<file path="src/rtl/time_set_pkg.sv">
// Shared definitions for the time/alarm entry controller: FSM encoding,
// edit_field codes and BCD digit limits.
package time_set_pkg;

  typedef enum logic [2:0] {
    ST_IDLE     = 3'd0,
    ST_SEL_TGT  = 3'd1,
    ST_EDIT_HR  = 3'd2,
    ST_EDIT_MIN = 3'd3,
    ST_COMMIT   = 3'd4
  } state_t;

  localparam logic [1:0] EF_NONE = 2'd0;
  localparam logic [1:0] EF_HOUR = 2'd1;
  localparam logic [1:0] EF_MIN  = 2'd2;
  localparam logic [1:0] EF_TGT  = 2'd3;

  localparam int unsigned HR_MAX  = 23;
  localparam int unsigned MIN_MAX = 59;

  localparam logic [1:0] HR_MAX_T  = 2'(HR_MAX / 10);
  localparam logic [3:0] HR_MAX_U  = 4'(HR_MAX % 10);
  localparam logic [3:0] MIN_MAX_T = 4'(MIN_MAX / 10);
  localparam logic [3:0] MIN_MAX_U = 4'(MIN_MAX % 10);

  // Field indicator shown to the user for a given state
  function automatic logic [1:0] field_of(input state_t s);
    case (s)
      ST_EDIT_HR:  field_of = EF_HOUR;
      ST_EDIT_MIN: field_of = EF_MIN;
      ST_SEL_TGT:  field_of = EF_TGT;
      default:     field_of = EF_NONE;
    endcase
  endfunction

endpackage

</file>
<file path="src/rtl/time_set_ctrl_btn_debounce.sv">
// Per-button debouncer: 2-flop synchronizer, stability counter and a
// one-cycle registered press pulse on an accepted 0->1 level change.
module btn_debounce #(
  parameter int unsigned DEB_CYCLES = 3
) (
  input  logic clk,
  input  logic reset,
  input  logic raw,
  output logic press
);

  localparam int unsigned CW = 8;

  logic             sync1;
  logic             sync2;
  logic             stable;
  logic [CW-1:0]    cnt;

  // Synchronize, count disagreeing samples, accept level after DEB_CYCLES
  always_ff @(posedge clk or posedge reset) begin
    if (reset) begin
      sync1  <= 1'b0;
      sync2  <= 1'b0;
      stable <= 1'b0;
      cnt    <= '0;
      press  <= 1'b0;
    end else begin
      sync1 <= raw;
      sync2 <= sync1;
      press <= 1'b0;
      if (sync2 == stable) begin
        cnt <= '0;
      end else if (cnt == CW'(DEB_CYCLES - 1)) begin
        stable <= sync2;
        cnt    <= '0;
        press  <= sync2;
      end else begin
        cnt <= cnt + 1'b1;
      end
    end
  end

endmodule

</file>
<file path="src/rtl/time_set_ctrl.sv">
// Button-driven time/alarm entry controller feeding alarm_clock.
// Optional feature macro: TIME_SET_ALARM_EN (adds target selection and
// the LD_alarm path; without it target and LD_alarm are held at 0).
module time_set_ctrl
  import time_set_pkg::*;
#(
  parameter int unsigned DEB_CYCLES = 3
) (
  input  logic       clk,
  input  logic       reset,
  input  logic       btn_mode,
  input  logic       btn_inc,
  input  logic       btn_set,
  output logic [1:0] H_in1,
  output logic [3:0] H_in0,
  output logic [3:0] M_in1,
  output logic [3:0] M_in0,
  output logic       LD_time,
  output logic       LD_alarm,
  output logic [1:0] edit_field,
  output logic       target
);

  logic mode_ev;
  logic inc_ev;
  logic set_ev;

  btn_debounce #(.DEB_CYCLES(DEB_CYCLES)) u_deb_mode (
    .clk(clk), .reset(reset), .raw(btn_mode), .press(mode_ev));
  btn_debounce #(.DEB_CYCLES(DEB_CYCLES)) u_deb_inc (
    .clk(clk), .reset(reset), .raw(btn_inc), .press(inc_ev));
  btn_debounce #(.DEB_CYCLES(DEB_CYCLES)) u_deb_set (
    .clk(clk), .reset(reset), .raw(btn_set), .press(set_ev));

  state_t     state;
  state_t     state_d;
  logic [1:0] h1_d;
  logic [3:0] h0_d;
  logic [3:0] m1_d;
  logic [3:0] m0_d;
`ifdef TIME_SET_ALARM_EN
  logic       target_d;
`endif

  // Next state and digit stepping; priority set > mode > inc
  always_comb begin
    state_d = state;
    h1_d    = H_in1;
    h0_d    = H_in0;
    m1_d    = M_in1;
    m0_d    = M_in0;
`ifdef TIME_SET_ALARM_EN
    target_d = target;
`endif
    case (state)
      ST_IDLE: begin
        if (!set_ev && mode_ev) begin
`ifdef TIME_SET_ALARM_EN
          state_d = ST_SEL_TGT;
`else
          state_d = ST_EDIT_HR;
`endif
        end
      end
`ifdef TIME_SET_ALARM_EN
      ST_SEL_TGT: begin
        if (set_ev)       state_d  = ST_COMMIT;
        else if (mode_ev) state_d  = ST_EDIT_HR;
        else if (inc_ev)  target_d = ~target;
      end
`endif
      ST_EDIT_HR: begin
        if (set_ev) begin
          state_d = ST_COMMIT;
        end else if (mode_ev) begin
          state_d = ST_EDIT_MIN;
        end else if (inc_ev) begin
          if (H_in1 == HR_MAX_T && H_in0 == HR_MAX_U) begin
            h1_d = 2'd0;
            h0_d = 4'd0;
          end else if (H_in0 == 4'd9) begin
            h0_d = 4'd0;
            h1_d = H_in1 + 2'd1;
          end else begin
            h0_d = H_in0 + 4'd1;
          end
        end
      end
      ST_EDIT_MIN: begin
        if (set_ev) begin
          state_d = ST_COMMIT;
        end else if (mode_ev) begin
          state_d = ST_EDIT_HR;
        end else if (inc_ev) begin
          if (M_in1 == MIN_MAX_T && M_in0 == MIN_MAX_U) begin
            m1_d = 4'd0;
            m0_d = 4'd0;
          end else if (M_in0 == 4'd9) begin
            m0_d = 4'd0;
            m1_d = M_in1 + 4'd1;
          end else begin
            m0_d = M_in0 + 4'd1;
          end
        end
      end
      ST_COMMIT: state_d = ST_IDLE;
      default:   state_d = ST_IDLE;
    endcase
  end

  // State, digits and registered outputs derived from the next state
  always_ff @(posedge clk or posedge reset) begin
    if (reset) begin
      state      <= ST_IDLE;
      H_in1      <= 2'd0;
      H_in0      <= 4'd0;
      M_in1      <= 4'd0;
      M_in0      <= 4'd0;
      LD_time    <= 1'b0;
      LD_alarm   <= 1'b0;
      edit_field <= EF_NONE;
      target     <= 1'b0;
    end else begin
      state      <= state_d;
      H_in1      <= h1_d;
      H_in0      <= h0_d;
      M_in1      <= m1_d;
      M_in0      <= m0_d;
      edit_field <= field_of(state_d);
`ifdef TIME_SET_ALARM_EN
      target     <= target_d;
      LD_time    <= (state_d == ST_COMMIT) && !target_d;
      LD_alarm   <= (state_d == ST_COMMIT) && target_d;
`else
      target     <= 1'b0;
      LD_time    <= (state_d == ST_COMMIT);
      LD_alarm   <= 1'b0;
`endif
    end
  end

endmodule
</file>
<file path="config.mk">
export PLATFORM = sky130hd
export DESIGN_NAME = time_set_ctrl
export DESIGN_NICKNAME = d
export VERILOG_FILES = /design/src/rtl/time_set_pkg.sv /design/src/rtl/time_set_ctrl_btn_debounce.sv /design/src/rtl/time_set_ctrl.sv
export SDC_FILE = /design/constraint.sdc
export NUM_CORES = 1
export LEC_CHECK = 0
export CAP_MARGIN = 0
export CORE_MARGIN = 8
export CORE_UTILIZATION = 35
export CTS_CLUSTER_DIAMETER = 30
export DETAILED_ROUTE_END_ITERATION = 10
export HOLD_SLACK_MARGIN = 0.08
export PLACE_DENSITY = 0.58
export RECOVER_POWER = 100
export SYNTH_ARGS = -nofsm -noshare
export SYNTH_HDL_FRONTEND = slang
export SYNTH_HIERARCHICAL = 1
export SYNTH_SLANG_ARGS = --single-unit
export TNS_END_PERCENT = 30
</file>
<file path="constraint.sdc">
create_clock -name clk -period 3.8 [get_ports clk]
set_input_delay 0.38 -clock clk [delete_from_list [all_inputs] [get_ports clk]]
set_output_delay 0.38 -clock clk [all_outputs]
set_load 0.005 [all_outputs]
</file>
==> run summary <==
CLOCK NETWORK
----------------------------------------------------------------------------------------
TritonCTS clock tree                                                               built
Setup fix buffers added after clock tree synthesis                                     0
Cts hold-fix bufs                                                                      0
Cts bufs inserted                                                                      5
Clk Tree Root Cell                                                          sky130_fd_sc_hd__clkbuf_8
CTS H-Tree Depth                                                                       2
Number of buffers on the longest clock path                                            2
Resize count post-CTS                                                                  0
Clock latency at the later pin of the worst-skew pair                            0.30 ns
Clk pin slew, worst setup/hold paths                                             0.09 ns
Number of clock sinks                                                                 56

POWER AND IR DROP
----------------------------------------------------------------------------------------
Share of total power in combinational logic                                        21.5%
Seq pwr share                                                                      56.9%
Switching power as a share of total power                                          31.7%
Power after layout                                                               1350 uW
Clk network pwr share                                                              21.6%
Switching power total                                                             428 uW
Pint                                                                              923 uW
Power density over cell area                                                 458 mW/mm^2
Peak ir drop on the vdd network                                                   144 uV
Leakage power figure                                                          0.00134 uW

FINAL LAYOUT
----------------------------------------------------------------------------------------
Most frequent cells in the layout                                           56 x sky130_fd_sc_hd__dfrtp_1, 25 x sky130_fd_sc_hd__nor2_1, 21 x sky130_fd_sc_hd__dlygate4sd3_1
Area taken by multi-input logic gates                                       0.00109 sq mm
Fraction of layout instances using a drive strength above 1                        5.68%
Number of non-filler instances in the completed layout                               363
Number of fillers in the final layout                                                727
Post-layout nets                                                                     281
Layout overhead on the synthesized area                                            12.8%
Diode count                                                                            0
Sequential cell area                                                        0.00140 sq mm
Leading cell type in the layout, fill and taps excluded                     sky130_fd_sc_hd__dfrtp_1

PLACEMENT
----------------------------------------------------------------------------------------
Port-buffer cells                                                                     21
Detailed placer's ending HPWL                                                    3.28 mm
Instance count after placement with tap cells included                               358
Placer congestion estimate                                                         0.789

ROUTE
----------------------------------------------------------------------------------------
Total vias in the final route                                                       1734
Per-cell via count in the routed design                                             4.78
Count of unresolved DRC violations after routing                                       0
Total Routed Length                                                              4.43 mm
Mean routed wirelength per cell                                             12.2 microns
Length of the first detailed-routing pass in iterations                                4
Count of antenna-violating nets left after detailed routing                            0
DRC violation total after the first TritonRoute iteration                             29

OUTCOME
----------------------------------------------------------------------------------------
Run status                                                                  finished clean

SYNTH
----------------------------------------------------------------------------------------
Cell Area, Synth                                                            0.00262 sq mm
Syn_area_per_cell                                                             10.9 sq um
Most used DFF post-synth                                                    sky130_fd_sc_hd__dfrtp_1
Synth unique cells                                                                    40
Synthesis warning total                                                                6
Cells after Synth                                                                    239
Top-area cell type share of the netlist area                                       53.6%
Post-synth top area cell                                                    sky130_fd_sc_hd__dfrtp_1
Number of enable flip-flop cells after synthesis                                       0
Share of the yosys chip area belonging to registers                                53.6%
#FFs+latches synth                                                                    56
Top cells by area, synth                                                    sky130_fd_sc_hd__dfrtp_1 54%, sky130_fd_sc_hd__ha_1 4.8%, sky130_fd_sc_hd__nor2_1 3.6%, sky130_fd_sc_hd__nand3_1 3.3%, sky130_fd_sc_hd__xnor2_1 3.0%
FFs w/ async S/R, synth                                                             100%

DIE
----------------------------------------------------------------------------------------
Floorplan die width                                                          102 microns
Boundary Pins                                                                         24
Die outline height                                                           102 microns
Number of core rows                                                                   31
Initial cell density of the core                                                   36.1%
Core footprint                                                              0.00725 sq mm
Die Outline Area                                                            0.0105 sq mm

MIN PATH
----------------------------------------------------------------------------------------
Kind of path behind the tightest hold check                                      reg2reg

WORST SETUP PATH
----------------------------------------------------------------------------------------
Endpoint type of the worst setup path                                          flip-flop
Required time of the critical path                                               3.98 ns
Largest fanout on the critical path                                                    7
Delay contributed by the slowest stage of the critical path                      0.62 ns
Category of the most critical setup path                                         reg2reg
CP Data Arrival Time                                                             2.21 ns
Ordered cell list for the critical path                                     or3b_1 > nor3_1 > nand2_2 > mux2_1
Startpoint type of the worst setup path                                        flip-flop
Slowest stage cell on the critical path                                     sky130_fd_sc_hd__nor3_1

TIMING
----------------------------------------------------------------------------------------
Number of pins with negative max-slew slack in the final report                        0
Portion of the clock cycle consumed by the worst path in the final layout          53.4%
Hold Fails Final Rpt                                                                   0
Worst Tran Pin Value                                                            0.781 ns
Setup repair after global routing missed its margin                                false
Number of setup violations in the final report                                         0
Setup clock skew after layout                                                 0.00729 ns
Setup TNS                                                                           0 ns
Relative max-transition margin                                                     47.9%
Crit path time final                                                             2.03 ns
Maximum achievable frequency                                                     493 MHz

GRT
----------------------------------------------------------------------------------------
First-pass GRT wire length                                                       7.83 mm
Sum of overflow across all layers after global routing                                 0
Initial antenna violation count                                                        0
Global router's overall resource usage                                             9.39%
Largest net degree at the start of global routing                                     21
Via count of the first global-routing pass                                          1724

FLOW RUN
----------------------------------------------------------------------------------------
Max-cap check violation count                                                          0

-- stage by stage --
step                      cell area (sq um)  hold WS, ns  utilization (%)  setup slack (ns)
after floorplan                        2620        0.245                -              2.24
after global placement                 2940        0.332             40.5              2.17
after detailed placement               2940        0.338             40.5              2.15
after CTS                              3010        0.359             41.5              2.09
after global routing                   2950        0.372             40.7              1.64
final                                  2950        0.359             40.7              1.77
-- worst paths after layout --
kind	from	end	slack, ns	depth (start not counted)
setup / recovery	state[2]	H_in0[2]	1.77	4
min in group asynchronous	reset	u_deb_set/cnt[6]	0.60	2
hold reg to reg	u_deb_set/sync1	u_deb_set/sync2	0.36	0
setup reg to reg	state[2]	H_in0[2]	1.77	4
max in group asynchronous	reset	H_in0[3]	2.57	2
hold / removal	u_deb_set/sync1	u_deb_set/sync2	0.36	0
-- layer usage --
metal | wire, microns | part of all wire (%) | vias to the layer above | GRT usage [%]
li1 | - | - | 877 | -
met1 | 2110 | 48 | 836 | 11.5
met2 | 2080 | 47 | 19 | 15.2
met3 | 193 | 4.4 | 2 | 2.52
met4 | 47 | 1.1 | 0 | 3.72
met5 | 0 | 0 | - | 0
-- registers in the layout, summed over array words and instances (netlist names) --
signal and cells:
u_deb_set/sync1 1, u_deb_mode/sync2 1, u_deb_mode/sync1 1, u_deb_mode/press 1, u_deb_set/cnt 8, H_in0 4, M_in1 4, u_deb_mode/cnt 8
u_deb_inc/stable 1, u_deb_mode/stable 1, u_deb_inc/sync1 1, u_deb_inc/press 1, state 3, H_in1 2, u_deb_set/stable 1, LD_time 1
u_deb_inc/cnt 8, u_deb_set/sync2 1, u_deb_inc/sync2 1, u_deb_set/press 1, M_in0 4, edit_field 2
-- cell families (layout without fill, tap and decap cells) --
family	Yosys count	in the layout	synth area share, %
AO/OA/AOI/OAI	36	36	8.27
buffers and inverters	17	41	2.73
flip-flops	56	56	53.6
adder cells (fa/ha/maj)	10	10	4.78
multiplexers	8	8	3.92
AND/OR/NAND/NOR	96	96	21.6
other	1	2	0.143
XOR/XNOR	15	15	5.02
-- area by class of cell --
cell class,count,area share (%)
clock buffer,5,2.33
inverter,15,1.91
tap,99,4.20
sequential,56,47.5
timing repair buffer,21,7.12
multi-input combinational,167,36.9
-- power by group through the flow --
stage	Sequential [uW]	Combinational (uW)	Clock (uW)
2_1_floorplan	765	241	0
3_3_place_gp	782	331	0
3_5_place_dp	784	337	0
4_1_cts	774	338	306
5_1_grt	788	338	325
6_report	769	291	292
-- cell usage after synthesis (3+ instances only) --
master,instances
sky130_fd_sc_hd__dfrtp_1,56
sky130_fd_sc_hd__nand3_1,17
sky130_fd_sc_hd__o21ai_0,13
sky130_fd_sc_hd__nor2_1,25
sky130_fd_sc_hd__nor3b_1,4
sky130_fd_sc_hd__nand2_1,14
sky130_fd_sc_hd__nor4b_2,3
sky130_fd_sc_hd__a21oi_2,3
sky130_fd_sc_hd__nand4_2,3
sky130_fd_sc_hd__or3_1,9
sky130_fd_sc_hd__nor3_1,6
sky130_fd_sc_hd__a21oi_1,10
sky130_fd_sc_hd__xnor2_1,9
sky130_fd_sc_hd__inv_1,15
sky130_fd_sc_hd__ha_1,10
sky130_fd_sc_hd__a21o_1,5
sky130_fd_sc_hd__xor2_1,6
sky130_fd_sc_hd__mux2_4,4
-- critical path, delay by kind of cell (launching register included) --
| kind | cells | cell delay, ns |
|---|---|---|
| simple gates | 3 | 1.16 |
| mux | 1 | 0.33 |
| flops | 1 | 0.43 |
(Power assumes the default switching activity.)
==> patch: new RTL, same settings <==
`CW` of `btn_debounce`: 8 -> 16.
--- a/src/rtl/time_set_ctrl_btn_debounce.sv
+++ b/src/rtl/time_set_ctrl_btn_debounce.sv
@@ -11,3 +11,3 @@
 
-  localparam int unsigned CW = 8;
+  localparam int unsigned CW = 16;
 
Check against the original RTL: same outputs for any inputs over 10 cycles, from zero or initial values and one cycle with reset high; that may be too few to reach the edited logic, so the function may still have changed.
==> patch against the unedited design <==
Critical path type unchanged. Combinational power rose by 17%. Routed wire length rose by 59%. Final area rose by 56%. Synthesized area rose by 52%. Worst hold slack got worse by 0.012 ns. Total power rose by 67%. Worst setup slack improved by 0.030 ns. Sequential cell count rose by 24. Largest power group unchanged. Largest cell class unchanged.
==> patch: results (changes against the unedited design) <==
* Status: completed (unchanged)
* Grt met1 use at 0.136 (was 0.115)
* Clock skew at 0.00416 ns (was 0.00729 ns)
* Non-Filler Instances at 545 (was 363)
* First-pass GRT wire length at 12800 µm (was 7830 µm)
* Register area share after synthesis at 0.504 (was 0.536)
* Layout cell share with drive strength beyond 1 at 0.112 (was 0.0568)
* Signal buf overhead at 0.0458 (was 0.0712)
* Largest stage delay, worst path at 0.58 ns (was 0.62 ns)
* Root buffer selected by CTS: clkbuf_16 (was clkbuf_8)
* Vias in the first global route at 2689 (was 1724)
* XOR/XNOR share of the synthesized area at 0.0992 (was 0.0502)
* Total GRT Usage at 0.107 (was 0.0939)
* Synth Area in Adders at 0.0315 (was 0.0478)
* Multi-Input Combinational at 266 (was 167)
* Most instantiated cells after synthesis: 80 x dfrtp_1, 64 x nor2_1, 36 x xnor2_1 (was 56 x dfrtp_1, 25 x nor2_1, 17 x nand3_1)
* Peak supply drop at 192 µV (was 144 µV)
* Met3 Usage GRT at 0.0267 (was 0.0252)
* Fin nets at 414 (was 281)
* # clk buffers at 10 (was 5)
* WL met3 at 266 µm (was 193 µm)
* Num Clock Sinks at 80 (was 56)
* Largest registers: u_deb_inc/cnt: 16 flops, u_deb_mode/cnt: 16 flops, u_deb_set/cnt: 16 flops (was u_deb_inc/cnt: 8 flops, u_deb_mode/cnt: 8 flops, u_deb_set/cnt: 8 flops)
* DPL Wire Length at 4910 µm (was 3280 µm)
* Iter 0 DRT Violations at 169 (was 29)
* Clock H-tree levels at 3 (was 2)
* Netlist cell types at 44 (was 40)
* Vias/cell at 4.85 (was 4.78)
* Clock transition at path regs at 0.06 ns (was 0.09 ns)
* Layout clock area frac at 0.0673 (was 0.0233)
* Mux contribution to synthesized area at 0.0230 (was 0.0392)
* Dpl cells at 531 (was 358)
* Synth area leaders: dfrtp_1 50%, xnor2_1 7.9%, nor2_1 6.0%, nor4_2 3.8%, ha_1 3.2% (was dfrtp_1 54%, ha_1 4.8%, nor2_1 3.6%, nand3_1 3.3%, xnor2_1 3.0%)
* Fraction of area in registers at 0.436 (was 0.475)
* Clk. pwr at 0.000904 W (was 0.000292 W)
* Met2 usage at 0.163 (was 0.152)
* Seq pwr at 0.00101 W (was 0.000769 W)
## patch: metrics by stage
stage,power [W],cell area [µm²],hold slack (ns)
after floorplan,0.00132,3980,0.331
after global placement,0.00139,4320,0.337
after detailed placement,0.00141,4320,0.335
after CTS,0.00232,4620,0.348
after global routing,0.00240,4590,0.361
final,0.00226,4590,0.347
## patch: final timing paths
kind / startpoint / endpoint / slack, ns / depth (start not counted)
max in group asynchronous: reset / H_in0[3]$_DFFE_PP0P_ / 2.59 / 2
min reg2reg: u_deb_inc/sync1$_DFF_PP0_ / u_deb_inc/sync2$_DFF_PP0_ / 0.35 / 0
max reg2reg: state[2]$_DFF_PP0_ / H_in0[2]$_DFFE_PP0P_ / 1.80 / 4
min in group asynchronous: reset / u_deb_set/press$_DFF_PP0_ / 0.72 / 2
max: state[2]$_DFF_PP0_ / H_in0[2]$_DFFE_PP0P_ / 1.80 / 4
min: u_deb_inc/sync1$_DFF_PP0_ / u_deb_inc/sync2$_DFF_PP0_ / 0.35 / 0
